File: src/rtl/branch_station.sv
// branch_station: branch reservation station with a registered compare stage.
// Buffers conditional branches until both operands are known (snooping
// CDB_PORTS broadcast channels), evaluates the branch condition and presents
// {rob id, taken, next pc, mispredict} to the ROB over a valid/ready handshake.
//
// Ports:
//   clk_in, rst_n_in (async, active-low), flush_in (sync)
//   in_*   : decoder allocation side (in_valid/in_ready handshake)
//   cdb_*  : packed CDB channels, channel c at [c*W +: W], id 0 = idle
//   out_*  : result register towards the ROB (out_valid/out_ready handshake)
//   occupancy : number of busy entries
//
// Optional feature: define BRANCH_STATION_AGE_ORDER_EN to issue the oldest
// ready entry (per-entry age rank); otherwise the lowest-index ready entry.
module branch_station #(
  parameter int RS_SIZE   = 4,
  parameter int ROB_WIDTH = 4,
  parameter int CDB_PORTS = 2
) (
  input  logic                          clk_in,
  input  logic                          rst_n_in,
  input  logic                          flush_in,
  input  logic                          in_valid,
  output logic                          in_ready,
  input  logic [2:0]                    in_op,
  input  logic [31:0]                   in_vj,
  input  logic [31:0]                   in_vk,
  input  logic [ROB_WIDTH-1:0]          in_qj,
  input  logic [ROB_WIDTH-1:0]          in_qk,
  input  logic [ROB_WIDTH-1:0]          in_dest,
  input  logic [31:0]                   in_pc_fallthrough,
  input  logic [31:0]                   in_pc_target,
  input  logic                          in_pred_taken,
  input  logic [CDB_PORTS*ROB_WIDTH-1:0] cdb_rob_id,
  input  logic [CDB_PORTS*32-1:0]       cdb_value,
  output logic                          out_valid,
  input  logic                          out_ready,
  output logic [ROB_WIDTH-1:0]          out_rob_id,
  output logic                          out_taken,
  output logic [31:0]                   out_next_pc,
  output logic                          out_mispredict,
  output logic [$clog2(RS_SIZE+1)-1:0]  occupancy
);

  localparam int OCC_W = $clog2(RS_SIZE + 1);
  localparam int IDX_W = $clog2(RS_SIZE);

  logic [RS_SIZE-1:0]   busy;
  logic [2:0]           op_q   [RS_SIZE];
  logic [31:0]          vj_q   [RS_SIZE];
  logic [31:0]          vk_q   [RS_SIZE];
  logic [ROB_WIDTH-1:0] qj_q   [RS_SIZE];
  logic [ROB_WIDTH-1:0] qk_q   [RS_SIZE];
  logic [ROB_WIDTH-1:0] dest_q [RS_SIZE];
  logic [31:0]          pcf_q  [RS_SIZE];
  logic [31:0]          pct_q  [RS_SIZE];
  logic [RS_SIZE-1:0]   pred_q;
`ifdef BRANCH_STATION_AGE_ORDER_EN
  logic [IDX_W-1:0]     age_q  [RS_SIZE];
`endif

  // {hit, value}; scanning high-to-low lets the lowest channel win ties.
  function automatic logic [32:0] snoop(input logic [ROB_WIDTH-1:0]           q,
                                        input logic [CDB_PORTS*ROB_WIDTH-1:0] ids,
                                        input logic [CDB_PORTS*32-1:0]        vals);
    logic [32:0] r;
    r = '0;
    for (int c = CDB_PORTS - 1; c >= 0; c--) begin
      if (q != '0 && ids[c*ROB_WIDTH +: ROB_WIDTH] == q) r = {1'b1, vals[c*32 +: 32]};
    end
    return r;
  endfunction

  logic [RS_SIZE-1:0] j_hit, k_hit, ready_vec;
  logic [31:0]        j_val [RS_SIZE];
  logic [31:0]        k_val [RS_SIZE];
  logic               in_j_hit, in_k_hit;
  logic [31:0]        in_j_val, in_k_val;
  logic [IDX_W-1:0]   free_idx, issue_idx;
  logic               alloc, out_free, issue_fire, taken;
  logic [31:0]        a, b;
  logic [OCC_W-1:0]   occ_cnt;

  always_comb begin
    for (int i = 0; i < RS_SIZE; i++) begin
      {j_hit[i], j_val[i]} = snoop(qj_q[i], cdb_rob_id, cdb_value);
      {k_hit[i], k_val[i]} = snoop(qk_q[i], cdb_rob_id, cdb_value);
      ready_vec[i] = busy[i] && qj_q[i] == '0 && qk_q[i] == '0;
    end
    {in_j_hit, in_j_val} = snoop(in_qj, cdb_rob_id, cdb_value);
    {in_k_hit, in_k_val} = snoop(in_qk, cdb_rob_id, cdb_value);
  end

  always_comb begin
    free_idx = '0;
    occ_cnt  = '0;
    for (int i = RS_SIZE - 1; i >= 0; i--) begin
      if (!busy[i]) free_idx = IDX_W'(i);
      occ_cnt = occ_cnt + OCC_W'(busy[i]);
    end
  end

  assign in_ready   = ~&busy;
  assign alloc      = in_valid && in_ready;
  assign out_free   = !out_valid || out_ready;
  assign issue_fire = |ready_vec && out_free;
  assign occupancy  = occ_cnt;

`ifdef BRANCH_STATION_AGE_ORDER_EN
  logic [IDX_W-1:0] best_age;
  logic             found;
  always_comb begin
    issue_idx = '0;
    best_age  = '0;
    found     = 1'b0;
    for (int i = 0; i < RS_SIZE; i++) begin
      if (ready_vec[i] && (!found || age_q[i] < best_age)) begin
        found     = 1'b1;
        issue_idx = IDX_W'(i);
        best_age  = age_q[i];
      end
    end
  end
`else
  always_comb begin
    issue_idx = '0;
    for (int i = RS_SIZE - 1; i >= 0; i--) begin
      if (ready_vec[i]) issue_idx = IDX_W'(i);
    end
  end
`endif

  always_comb begin
    a = vj_q[issue_idx];
    b = vk_q[issue_idx];
    case (op_q[issue_idx])
      3'b000:  taken = a == b;
      3'b001:  taken = a != b;
      3'b100:  taken = $signed(a) <  $signed(b);
      3'b101:  taken = $signed(a) >= $signed(b);
      3'b110:  taken = a <  b;
      3'b111:  taken = a >= b;
      default: taken = 1'b0;
    endcase
  end

  // Control state: busy bits, ages and the output register.
  always_ff @(posedge clk_in or negedge rst_n_in) begin
    if (!rst_n_in) begin
      busy           <= '0;
      out_valid      <= 1'b0;
      out_rob_id     <= '0;
      out_taken      <= 1'b0;
      out_next_pc    <= '0;
      out_mispredict <= 1'b0;
`ifdef BRANCH_STATION_AGE_ORDER_EN
      for (int i = 0; i < RS_SIZE; i++) age_q[i] <= '0;
`endif
    end else if (flush_in) begin
      busy      <= '0;
      out_valid <= 1'b0;
    end else begin
      if (issue_fire) busy[issue_idx] <= 1'b0;
      // in_ready came from the pre-issue busy vector, so free_idx never
      // collides with the entry issuing this cycle.
      if (alloc) busy[free_idx] <= 1'b1;
      if (out_free) begin
        out_valid <= issue_fire;
        if (issue_fire) begin
          out_rob_id     <= dest_q[issue_idx];
          out_taken      <= taken;
          out_next_pc    <= taken ? pct_q[issue_idx] : pcf_q[issue_idx];
          out_mispredict <= taken ^ pred_q[issue_idx];
        end
      end
`ifdef BRANCH_STATION_AGE_ORDER_EN
      if (issue_fire) begin
        for (int i = 0; i < RS_SIZE; i++) begin
          if (busy[i] && age_q[i] > age_q[issue_idx]) age_q[i] <= age_q[i] - 1'b1;
        end
      end
      if (alloc) age_q[free_idx] <= IDX_W'(occ_cnt - OCC_W'(issue_fire));
`endif
    end
  end

  // Entry payload; meaningless while the entry is not busy, so no reset.
  always_ff @(posedge clk_in) begin
    for (int i = 0; i < RS_SIZE; i++) begin
      if (busy[i] && j_hit[i]) begin
        vj_q[i] <= j_val[i];
        qj_q[i] <= '0;
      end
      if (busy[i] && k_hit[i]) begin
        vk_q[i] <= k_val[i];
        qk_q[i] <= '0;
      end
    end
    if (alloc) begin
      op_q[free_idx]   <= in_op;
      vj_q[free_idx]   <= in_j_hit ? in_j_val : in_vj;
      qj_q[free_idx]   <= in_j_hit ? '0 : in_qj;
      vk_q[free_idx]   <= in_k_hit ? in_k_val : in_vk;
      qk_q[free_idx]   <= in_k_hit ? '0 : in_qk;
      dest_q[free_idx] <= in_dest;
      pcf_q[free_idx]  <= in_pc_fallthrough;
      pct_q[free_idx]  <= in_pc_target;
      pred_q[free_idx] <= in_pred_taken;
    end
  end

endmodule

File: config.mk
export PLATFORM = sky130hd
export DESIGN_NAME = branch_station
export DESIGN_NICKNAME = d
export VERILOG_FILES = /design/src/rtl/branch_station.sv
export SDC_FILE = /design/constraint.sdc
export NUM_CORES = 1
export LEC_CHECK = 0
export CAP_MARGIN = 25
export CORE_MARGIN = 2
export CORE_UTILIZATION = 30
export CTS_CLUSTER_SIZE = 20
export DETAILED_ROUTE_END_ITERATION = 10
export DONT_BUFFER_PORTS = 1
export PLACE_DENSITY_LB_ADDON = 0.15
export SKIP_LAST_GASP = 1
export SYNTH_ARGS = -nofsm -noshare
export SYNTH_HDL_FRONTEND = slang
export SYNTH_SLANG_ARGS = --single-unit
File: constraint.sdc
create_clock -name clk_in -period 6.1 [get_ports clk_in]
set_input_delay 0.915 -clock clk_in [delete_from_list [all_inputs] [get_ports clk_in]]
set_output_delay 0.915 -clock clk_in [all_outputs]
set_load 0.02 [all_outputs]
# After elaboration in Yosys (flattened, before gate mapping)
# Memory sizes are Yosys's and may differ from the RTL's. A register that Yosys moved wholly into a read port is not among the register bits.
# Cells that the tools add are included.
op_classes:
  n_addsub: 3
  magnitude_cmp: 8
  eq_ne: 27
  muxes: 65
  bitwise: 5
  reduce_logical: 67
ops:
  columns: ["cell", "count"]
  rows:
  - ["33-bit 2-to-1 mux", 20]
  - ["32-bit 2-to-1 mux", 3]
  - ["4-bit == test", 20]
  - ["32-bit greater-or-equal comparator", 2]
  - ["32-bit < comparator", 2]
  - ["1-bit logical AND", 40]
  - ["4-bit nonzero test", 10]
  - ["32-bit == test", 1]
  - ["4-bit logical NOT", 8]
  - ["32-bit != test", 1]
  - ["4-bit 2-to-1 mux", 6]
  - ["1-bit 2-to-1 mux", 23]
  - ["2-bit 2-to-1 mux", 8]
  - ["3-bit == test (second input constant)", 4]
  - ["2-bit by 3-bit < comparator with 1-bit output (second input constant)", 2]
  - ["1-bit case mux with 6 select lines", 1]
  - ["4-bit bitwise AND", 1]
  - ["4-bit bitwise mux", 1]
  - ["1-bit demux with 2-bit select", 2]
  - ["2-bit by 1-bit greater-or-equal comparator with 1-bit output (second input constant)", 2]
  - ["4-bit NOT", 1]
  - ["4-bit OR", 1]
  - ["4-bit AND reduction", 1]
  - ["4-bit OR reduction", 1]
  - ["other kinds (12)", 14]
totals:
  reg_bits: 43
  ramBits: 572
  in_bits: 221
  output_inout_bits: 43
  elab_cells: 189
  n_memories: 8
mem_list:
  columns: ["memory", "depth", "width", "rd", "rd_ports_with_merged_regs", "wr", "line_no", "source"]
  rows:
  - ["pcf_q", 4, 32, 1, 0, 1, "55", "logic [31:0] pcf_q [RS_SIZE];"]
  - ["pct_q", 4, 32, 1, 0, 1, "56", "logic [31:0] pct_q [RS_SIZE];"]
  - ["vj_q", 4, 32, 1, 0, 5, "50", "logic [31:0] vj_q [RS_SIZE];"]
  - ["vk_q", 4, 32, 1, 0, 5, "51", "logic [31:0] vk_q [RS_SIZE];"]
  - ["dest_q", 4, 4, 1, 1, 1, "54", "logic [ROB_WIDTH-1:0] dest_q [RS_SIZE];"]
  - ["qj_q", 4, 4, 4, 0, 5, "52", "logic [ROB_WIDTH-1:0] qj_q [RS_SIZE];"]
  - ["+2 memories", null, null, null, null, null, null, null]

# Logic depth before layout (Yosys ltp)
# Gate-level depths: netlist of run 1.
logic_depth:
  ltp_word: 18
  mapped_depth: 22

# Worst setup path before layout of run 1
# OpenSTA, ideal clock, no wires.
synth_timing:
  path_kind: "reg-to-reg"
  startpoint: "mem qj_q[0][1]"
  endpoint: "reg out_mispredict"
  setup_time_ps: 135
  t_arrival_ps: 4641
  setup_slack_ps: 1324
  stages_incl_launch_ff: 23
  period_less_slack_ps: 4776
  path_cell_list: "edfxtp_1 -> nor4_2 -> and4_1 -> buf_2 -> nor2_1 -> and3_1 -> buf_2 -> clkbuf_1 -> clkbuf_1 -> a222oi_1 -> a21boi_0 -> ha_1 -> a21oi_1 -> o21ai_0 -> a221oi_1 -> o211ai_1 -> a211oi_1 -> mux2_2 -> or2_1 -> buf_6 -> buf_6 -> a21oi_1 -> o31ai_1"
synth_rtl:
  columns: ["element", "line_no", "source"]
  rows:
  - ["start: declaration", "52", null]
  - ["end signal: assignment", "173", "out_mispredict <= taken ^ pred_q[issue_idx];"]
  - ["end: declaration", "41", "output logic out_mispredict,"]

==> results of run 1 <==
metal layers:
metal / up-vias / routed length, µm / GRT usage [%]
met3: 184 / 8310 / 5.10
li1: 9853 / - / -
met1: 11200 / 47000 / 26.2
met4: 8 / 3420 / 7.04
met5: - / 58 / 0
met2: 876 / 53100 / 34.4
state kept, by name, indices dropped and copies added (netlist names), 4 cells and up:
register / count
busy: 4
vj_q: 128
pcf_q: 128
out_next_pc: 32
dest_q: 16
qk_q: 16
op_q: 12
pred_q: 4
vk_q: 128
pct_q: 128
qj_q: 16
out_rob_id: 4
area by class of cell:
cell class                      count  area [µm²]
Tap cell                         1380        1730
Multi-Input combinational cell   1776       11700
Timing Repair Buffer               66         678
Inverter                           13        68.8
Fill cell                       10300       68100
Clock buffer                      100        2050
Sequential cell                   619       18400
Antenna cell                        1        2.50
Clock inverter                     33         279
logic make-up (layout without fill, tap and decap cells):
| group | count (synthesis) | after routing | share of synthesized area, % |
|---|---|---|---|
| mux | 321 | 321 | 10.3 |
| buf+inv | 268 | 212 | 3.39 |
| simple gates | 618 | 618 | 8.36 |
| xor+xnor | 80 | 80 | 2.26 |
| flops | 619 | 619 | 59.1 |
| compound gates | 721 | 721 | 15.0 |
| fa+ha+maj | 36 | 36 | 1.47 |
| other cells | 0 | 1 | 0 |
synth_stat cells, drive strengths merged, types with 2 or more instances:
cell type / n / area, µm²
a2111oi: 3 / 26.3
a211oi: 9 / 67.6
a21boi: 18 / 135
a21oi: 110 / 566
a221o: 2 / 20.0
a221oi: 68 / 596
a222oi: 26 / 260
a22o: 91 / 797
a22oi: 6 / 45.0
a31oi: 24 / 150
and2: 3 / 21.3
and3: 3 / 18.8
and4: 7 / 61.3
buf: 72 / 315
clkbuf: 183 / 689
dfrtp: 43 / 1080
edfxtp: 576 / 17300
ha: 35 / 438
inv: 13 / 48.8
mux2i: 320 / 3200
nand2: 321 / 1200
nand3: 18 / 90.1
nand4: 18 / 134
nor2: 184 / 696
nor2b: 2 / 12.5
nor3: 46 / 230
nor4: 7 / 71.3
o211ai: 3 / 27.5
o21ai: 296 / 1480
o21ba: 2 / 20.0
o21bai: 2 / 18.8
o221ai: 4 / 41.3
o22a: 4 / 35.0
o22ai: 30 / 188
o311ai: 5 / 43.8
o31ai: 8 / 65.1
o41ai: 5 / 43.8
or2: 4 / 25.0
or3: 2 / 12.5
xnor2: 43 / 377
xor2: 37 / 324
report_power, final:
group / internal, mW / total [mW] / switching (mW) / leakage (nW)
sequential: 4.86 / 5.02 / 0.157 / 5.92
clock: 2.49 / 4.28 / 1.79 / 1.14
combinational: 0.346 / 0.999 / 0.653 / 6.42
total: 7.70 / 10.3 / 2.60 / 13.5
worst paths after layout:
kind                                           from                     endpoint  slack, ns  cells after the start
hold / removal                             rst_n_in    out_rob_id[0]$_DFFE_PN0P_       0.13                      1
max in group asynchronous                  rst_n_in  out_next_pc[17]$_DFFE_PN0P_       5.71                      1
setup reg to reg           qk_q[3][1]$_SDFFCE_PN0P_  out_next_pc[20]$_DFFE_PN0P_       0.43                     18
hold reg to reg              dest_q[0][2]$_DFFE_PP_    out_rob_id[2]$_DFFE_PN0P_       0.55                      2
min in group clk_in                        flush_in            busy[3]$_DFF_PN0_       0.35                      1
setup / recovery           qk_q[3][1]$_SDFFCE_PN0P_  out_next_pc[20]$_DFFE_PN0P_       0.43                     18
stage by stage:
| step | cells | total power [mW] |
|---|---|---|
| CTS | 3983 | 10.4 |
| floorplan | 2663 | 5.77 |
| finish | 3988 | 10.3 |
| global placement | 3848 | 6.08 |
| global route | 3987 | 10.7 |
| detailed placement | 3849 | 6.10 |
==> results.cfg, run 1 <==
[outcome]
status = finished, final reports clean

[critical_path]
critical_path_arrival_ns = 6.15
worstPathCellList = nor4_2 -> and4_1 -> nor2_2 -> a21oi_4 -> buf_4 -> nor2_1 -> nor3_1 -> ha_1 -> nand4_1 -> nor3_1 -> a21bo_2 -> o211ai_1 -> a211oi_1 -> mux2_2 -> or2_1 -> buf_4 -> a21oi_2 -> a211oi_1
slowest_delay_ns = 0.64
crit_type = flip-flop to flip-flop
cp_max_fo = 17
cp_data_required_time_ns = 6.58
end_kind = flip-flop
critPathSlowestCell = a211oi_1
crit_path_start_kind = flip-flop
critPathBufInv = 2
critPathTopFamily = simple AND/OR/NAND/NOR gates

[floorplanning]
core_area_um2 = 103000
start_util_pct = 30.1
die_height_um = 326
fp.dieArea_um2 = 106000
fp.dieW_um = 326
row_count = 118
boundaryPins = 264

[sta]
rsz0062_at_grt = no
skew_ns = 0.0221
whs_ns = 0.133
setup_viol = 0
maxSlewViolCount = 0
max_slew_margin_pct = 24.8
min_period_ns = 5.67
period_share_pct = 92.9
setup_tns_ns = 0
fmax_mhz = 177
worstMarginPinSlew_ns = 1.12
finalHoldViolCount = 0
timing.final.ws_setup_ns = 0.435

[yosys]
synth_fp_nets = 2920
ys_seq_area_share_pct = 59.1
yosysUniqueCellTypes = 69
synth_flop_cell = edfxtp_1
synth_warnings = 0
ys_seq_elements = 619
synth_edf_count = 576
synth-async-reset-ratio_pct = 6.95
syn-instance-count = 2663
synth_area_um2 = 31100
syn_avg_cell_area_um2 = 11.7

[grt]
grt_first_pass_wirelength_um = 162000
gr-usage-all-layers_pct = 20.7
grt_pass1_vias = 22500
globalRouteOverflowTotal = 0
grt_max_degree = 72
antenna_found_initial = 5

[detailed_routing]
drt_pass1_iterations = 6
postRouteAntennaNets = 0
initialDrtViolationCount = 2037
wirelength_um = 112000
vias_per_cell = 5.55
wire_per_inst_um = 28.1
drc = 0
num_vias = 22100

[place]
placedInstanceArea_um2 = 32500
gp_congestion = 0.795
hpwl_um = 66100
portBuffers = 0
place_ws_ns = 0.384

[cts]
cts_resized = 0
cts_max_path_buffers = 3
cts_tree = yes
postCtsHoldBufs = 1
clk_latency_ns = 0.63
clock_sink_count = 619
clockRootBuffer = clkbuf_16
cts_setup_buffers = 0
clk_pin_slew_worst_paths_ns = 0.06
h-tree-depth = 3
cts_made_buffers = 74

[pwr]
powerDensity_nw_per_um2 = 295
p_leak_nw = 13.5
peakVddDrop_v = 0.000205

[layout]
fin_util_pct = 33.9
layout_commonest_cell = edfxtp_1
syn_to_final_growth_pct = 12.4
mostFrequentLayoutCells = edfxtp_1, mux2i_1, nand2_1
nets = 2807
final_area_um2 = 34900
drive_gt1_share_pct = 8.55

[worst_hold_path]
hp-class = input port to async pin

[flow_run]
maxCapViolCount = 0
Power figures use the tool's default switching activity.
==> run 2, diff against run 1 <==
CORE_UTILIZATION = 50   (was 30)
==> results.cfg, run 2 (synthesis gave the netlist of run 1 again) <==
[outcome]
status = finished, final reports clean

[sta]
fmax_mhz = 173
whs_ns = 0.150
timing.final.ws_setup_ns = 0.313
maxSlewViolCount = 0
setup_viol = 0
max_slew_margin_pct = 29.5
skew_ns = 0.0309
finalHoldViolCount = 0
min_period_ns = 5.79
setup_tns_ns = 0
rsz0062_at_grt = no
period_share_pct = 94.9
worstMarginPinSlew_ns = 1.06

[cts]
cts_made_buffers = 70
clockRootBuffer = clkbuf_16
cts_resized = 0
h-tree-depth = 3
cts_max_path_buffers = 3
clk_pin_slew_worst_paths_ns = 0.06
cts_tree = yes
clk_latency_ns = 0.63
clock_sink_count = 619

[floorplanning]
start_util_pct = 50.4
row_count = 91
boundaryPins = 264
core_area_um2 = 61600
die_height_um = 253
fp.dieArea_um2 = 64100
fp.dieW_um = 253

[grt]
globalRouteOverflowTotal = 0
gr-usage-all-layers_pct = 30.0
grt_first_pass_wirelength_um = 143000
grt_max_degree = 85
grt_pass1_vias = 22600
antenna_found_initial = 5

[critical_path]
end_kind = flip-flop
r2r_start = qj_q[0][1]$_SDFFCE_PN0P_
crit_type = flip-flop to flip-flop
critical_path_arrival_ns = 6.28
reg2reg_setup_slack_ns = 0.31
reg2reg_to = out_next_pc[24]$_DFFE_PN0P_
slowest_delay_ns = 0.54
cp_data_required_time_ns = 6.59
cp_common_cell = buf_4
crit_path_start_kind = flip-flop
worstPathCellList = nor4_2 -> and4_1 -> nor2_1 -> and3_4 -> buf_4 -> a22o_1 -> a221oi_1 -> ha_1 -> a21oi_1 -> o21ai_0 -> nand2b_1 -> nor3b_1 -> a211oi_1 -> buf_4 -> mux2_2 -> or2_1 -> buf_4 -> a31oi_1 -> a22o_1
critPathSlowestCell = nor3b_1
r2r_cells = 19
cp_max_fo = 33

[pwr]
peakVddDrop_v = 0.000169
powerDensity_nw_per_um2 = 299
p_leak_nw = 13.4

[detailed_routing]
top_layer_used = met5
initialDrtViolationCount = 2308
drt_pass1_iterations = 9
vias_per_cell = 6.50
postRouteAntennaNets = 0
route.met3.wl_um = 8350
num_vias = 22300
wl_met2_um = 47000
wire_per_inst_um = 28.2
wl_met1_um = 37900
drc = 0
wirelength_um = 97000

[flow_run]
maxCapViolCount = 0

[place]
hpwl_um = 57500
place_ws_ns = 0.507
gp_congestion = 0.863
post-place-cells = 3304
portBuffers = 0

[layout]
final_cells = 3435
fillers = 5112
syn_to_final_growth_pct = 9.87
nets = 2797
mostFrequentLayoutCells = edfxtp_1, mux2i_1, nand2_1
layout_commonest_cell = edfxtp_1
seq_area_um2 = 18400
drive_gt1_share_pct = 7.86
multi_input_area_um2 = 11700

[worst_hold_path]
hp-class = input port to async pin
[run 2: worst max path at each step]
stage / cells past startpoint / to / startpoint
after global routing: 19 / out_next_pc[4]$_DFFE_PN0P_ / qj_q[0][1]$_SDFFCE_PN0P_
after global placement: 19 / out_next_pc[5]$_DFFE_PN0P_ / qj_q[0][1]$_SDFFCE_PN0P_
after floorplan: 22 / out_mispredict$_DFFE_PN0P_ / qj_q[0][1]$_SDFFCE_PN0P_
after detailed placement: 19 / out_next_pc[24]$_DFFE_PN0P_ / qj_q[0][1]$_SDFFCE_PN0P_
after CTS: 19 / out_next_pc[24]$_DFFE_PN0P_ / qj_q[0][1]$_SDFFCE_PN0P_
final: 19 / out_next_pc[24]$_DFFE_PN0P_ / qj_q[0][1]$_SDFFCE_PN0P_
[run 2: critical path, delay by kind of cell (launching register included)]
| kind | cells | cell delay, ns |
|---|---|---|
| AOI/OAI and AO/OA | 7 | 1.30 |
| adders and majority gates | 1 | 0.22 |
| buffers and inverters | 3 | 0.74 |
| DFF | 1 | 0.46 |
| muxes | 1 | 0.23 |
| and+or+nand+nor | 7 | 2.66 |
[run 2: cell type report]
cell class,instances,area share (%)
multi-input cells,1776,34.4
well taps,837,3.07
inverters,13,0.202
diodes,1,0.00733
clock buffers,104,5.80
flip-flops and latches,619,53.8
clock inverters,25,0.902
repair buffers,60,1.84
[run 2: what timing repair did]
item,CTS,global route
hold buffers,1,0
setup buffers,0,0
endpoints found under the hold margin,43,0
[run 2: layer usage]
metal | global-route usage, % | vias to the layer above
li1 | - | 9843
met4 | 12.7 | 6
met2 | 50.8 | 1111
met1 | 37.5 | 11100
met3 | 6.11 | 252
met5 | 0 | -
[run 2: metrics by stage]
| step | cell area [µm²] | power [mW] | utilization [%] |
|---|---|---|---|
| 2_1_floorplan | 31100 | 5.77 | - |
| 3_3_place_gp | 31700 | 6.01 | 51.5 |
| 3_5_place_dp | 31800 | 6.05 | 51.6 |
| 4_1_cts | 34100 | 10.2 | 55.4 |
| 5_1_grt | 34100 | 10.5 | 55.4 |
| 6_report | 34100 | 10.2 | 55.4 |
[run 2: report_power, final]
| group | total (mW) | switching (mW) | internal (mW) |
|---|---|---|---|
| Clock | 4.22 | 1.74 | 2.48 |
| Combinational | 0.965 | 0.615 | 0.350 |
| Sequential | 5.02 | 0.155 | 4.86 |
==> run 3, diff against run 2 <==
clock period = 4.92 ns   (was 6.1 ns; I/O delays follow)
==> results.cfg, run 3 (synthesis gave the netlist of run 1 again) <==
[sta]
whs_ns = 0.206
fmax_mhz = 207
period_share_pct = 98.2
skew_ns = 0.0260
worstMarginPinSlew_ns = 1.09
rsz0062_at_grt = yes
maxSlewViolCount = 0
setup_viol = 0
finalHoldViolCount = 0
max_slew_margin_pct = 26.8
min_period_ns = 4.83

[cts]
clock_sink_count = 619
cts_made_buffers = 69
clockRootBuffer = clkbuf_16
cts_tree = yes
cts_max_path_buffers = 3
clk_latency_ns = 0.62
h-tree-depth = 3
clk_pin_slew_worst_paths_ns = 0.06

[grt]
globalRouteOverflowTotal = 0
grt_first_pass_wirelength_um = 141000
grt_pass1_vias = 22300
gr-usage-all-layers_pct = 29.6
grt_max_degree = 71
antenna_found_initial = 5

[detailed_routing]
vias_per_cell = 6.51
wire_per_inst_um = 28.7
postRouteAntennaNets = 0
drc = 0
drt_pass1_iterations = 6
initialDrtViolationCount = 2404
num_vias = 22800
wirelength_um = 101000

[outcome]
status = finished, final reports clean

[pwr]
power_frac_comb_pct = 10.4
power_switching_mw = 3.15
intPower_mw = 9.56
peakVddDrop_v = 0.000213
seqPwrFrac_pct = 49.0
power_frac_clock_pct = 40.7
p_leak_nw = 14.0
power_mw = 12.7
powerDensity_nw_per_um2 = 359
switching_share_pct = 24.8

[place]
portBuffers = 0
post-place-cells = 3321
placedInstanceArea_um2 = 32000
hpwl_um = 57200
gp_congestion = 0.809

[critical_path]
critPathBufInv = 7
cp_max_fo = 16
critical_path_arrival_ns = 5.34
crit_path_start_kind = flip-flop
critPathTopFamily = simple AND/OR/NAND/NOR gates
crit_type = flip-flop to flip-flop
worstPathCellList = nor4_4 -> and4_1 -> buf_4 -> nand2_2 -> buf_4 -> clkbuf_16 -> o22ai_1 -> nor3_2 -> ha_1 -> nand4_1 -> buf_4 -> nor3_4 -> a21bo_2 -> o211ai_1 -> a211oi_2 -> buf_4 -> mux2_4 -> buf_4 -> nor2_4 -> clkbuf_16 -> o21ai_0 -> a22o_1
critPathSlowestCell = edfxtp_1
slowest_delay_ns = 0.50
cp_common_cell = buf_4
cp_data_required_time_ns = 5.43
end_kind = flip-flop

[layout]
fin_util_pct = 57.4
mostFrequentLayoutCells = edfxtp_1, mux2i_1, nand2_1
final_cells = 3508
final_area_um2 = 35400
nets = 2873
syn_to_final_growth_pct = 13.9
layout_commonest_cell = edfxtp_1
drive_gt1_share_pct = 12.9

[floorplanning]
die_height_um = 253
core_area_um2 = 61600
boundaryPins = 264
fp.dieW_um = 253
start_util_pct = 50.4
fp.dieArea_um2 = 64100
row_count = 91

[worst_hold_path]
hp-class = input port to flip-flop

[flow_run]
maxCapViolCount = 0
## run 3: through the flow
stage	setup TNS, ns	setup slack (ns)
floorplan	0	0.144
global placement	-7.88	-0.311
detailed placement	-10.48	-0.397
CTS	0	0.0221
global route	-1.22	-0.0667
finish	0	0.0885
## run 3: cell type report
class | count | area, µm²
well taps | 837 | 1050
repair buffers | 136 | 1530
flip-flops and latches | 619 | 18400
clock buffers | 82 | 1830
inverters | 13 | 68.8
fillers | 5005 | 26200
diodes | 1 | 2.50
clock inverters | 43 | 420
multi-input cells | 1777 | 12100
## run 3: worst paths after layout
| kind | slack, ns | start | cells after the start | endpoint |
|---|---|---|---|---|
| max | 0.09 | qj_q[2][0]$_SDFFCE_PN0P_ | 22 | out_next_pc[29]$_DFFE_PN0P_ |
| min | 0.21 | flush_in | 1 | busy[2]$_DFF_PN0_ |
| max reg2reg | 0.09 | qj_q[2][0]$_SDFFCE_PN0P_ | 22 | out_next_pc[29]$_DFFE_PN0P_ |
| min reg2reg | 0.54 | dest_q[0][3]$_DFFE_PP_ | 2 | out_rob_id[3]$_DFFE_PN0P_ |
| max in group asynchronous | 4.04 | rst_n_in | 2 | out_next_pc[30]$_DFFE_PN0P_ |
| min in group asynchronous | 0.63 | rst_n_in | 2 | out_rob_id[2]$_DFFE_PN0P_ |
## run 3: worst reg2reg max path: cells and delay by family (launching register included)
family,cells,cell delay (ns)
muxes,1,0.31
and+or+nand+nor,7,1.34
AOI/OAI and AO/OA,6,1.08
buffers and inverters,7,1.23
adders and majority gates,1,0.28
DFF,1,0.50
## run 3: power groups by stage
stage	clock network, mW	logic (mW)	registers (mW)
final	5.17	1.32	6.22
after global placement	0	1.16	6.32
after floorplan	0	0.877	6.28
after detailed placement	0	1.20	6.33
after CTS	5.22	1.22	6.22
after global routing	5.41	1.43	6.24
## run 3: routing by layer
metal	wire length [µm]	vias up	share of wire, %	global-route usage, %
met2	48700	1267	48	50.4
met1	38400	11300	38	36.6
met3	9250	263	9.2	6.36
met5	30	-	0.030	0
li1	-	9967	-	-
met4	4170	4	4.1	12.1
## run 3: repair_timing
item,CTS,global route
pin swaps,3,38
resized for setup,10,83
cloned,0,10
endpoints found under the setup margin,34,34
hold endpoints to repair,43,0
hold buffers,2,0
setup buffers,6,43
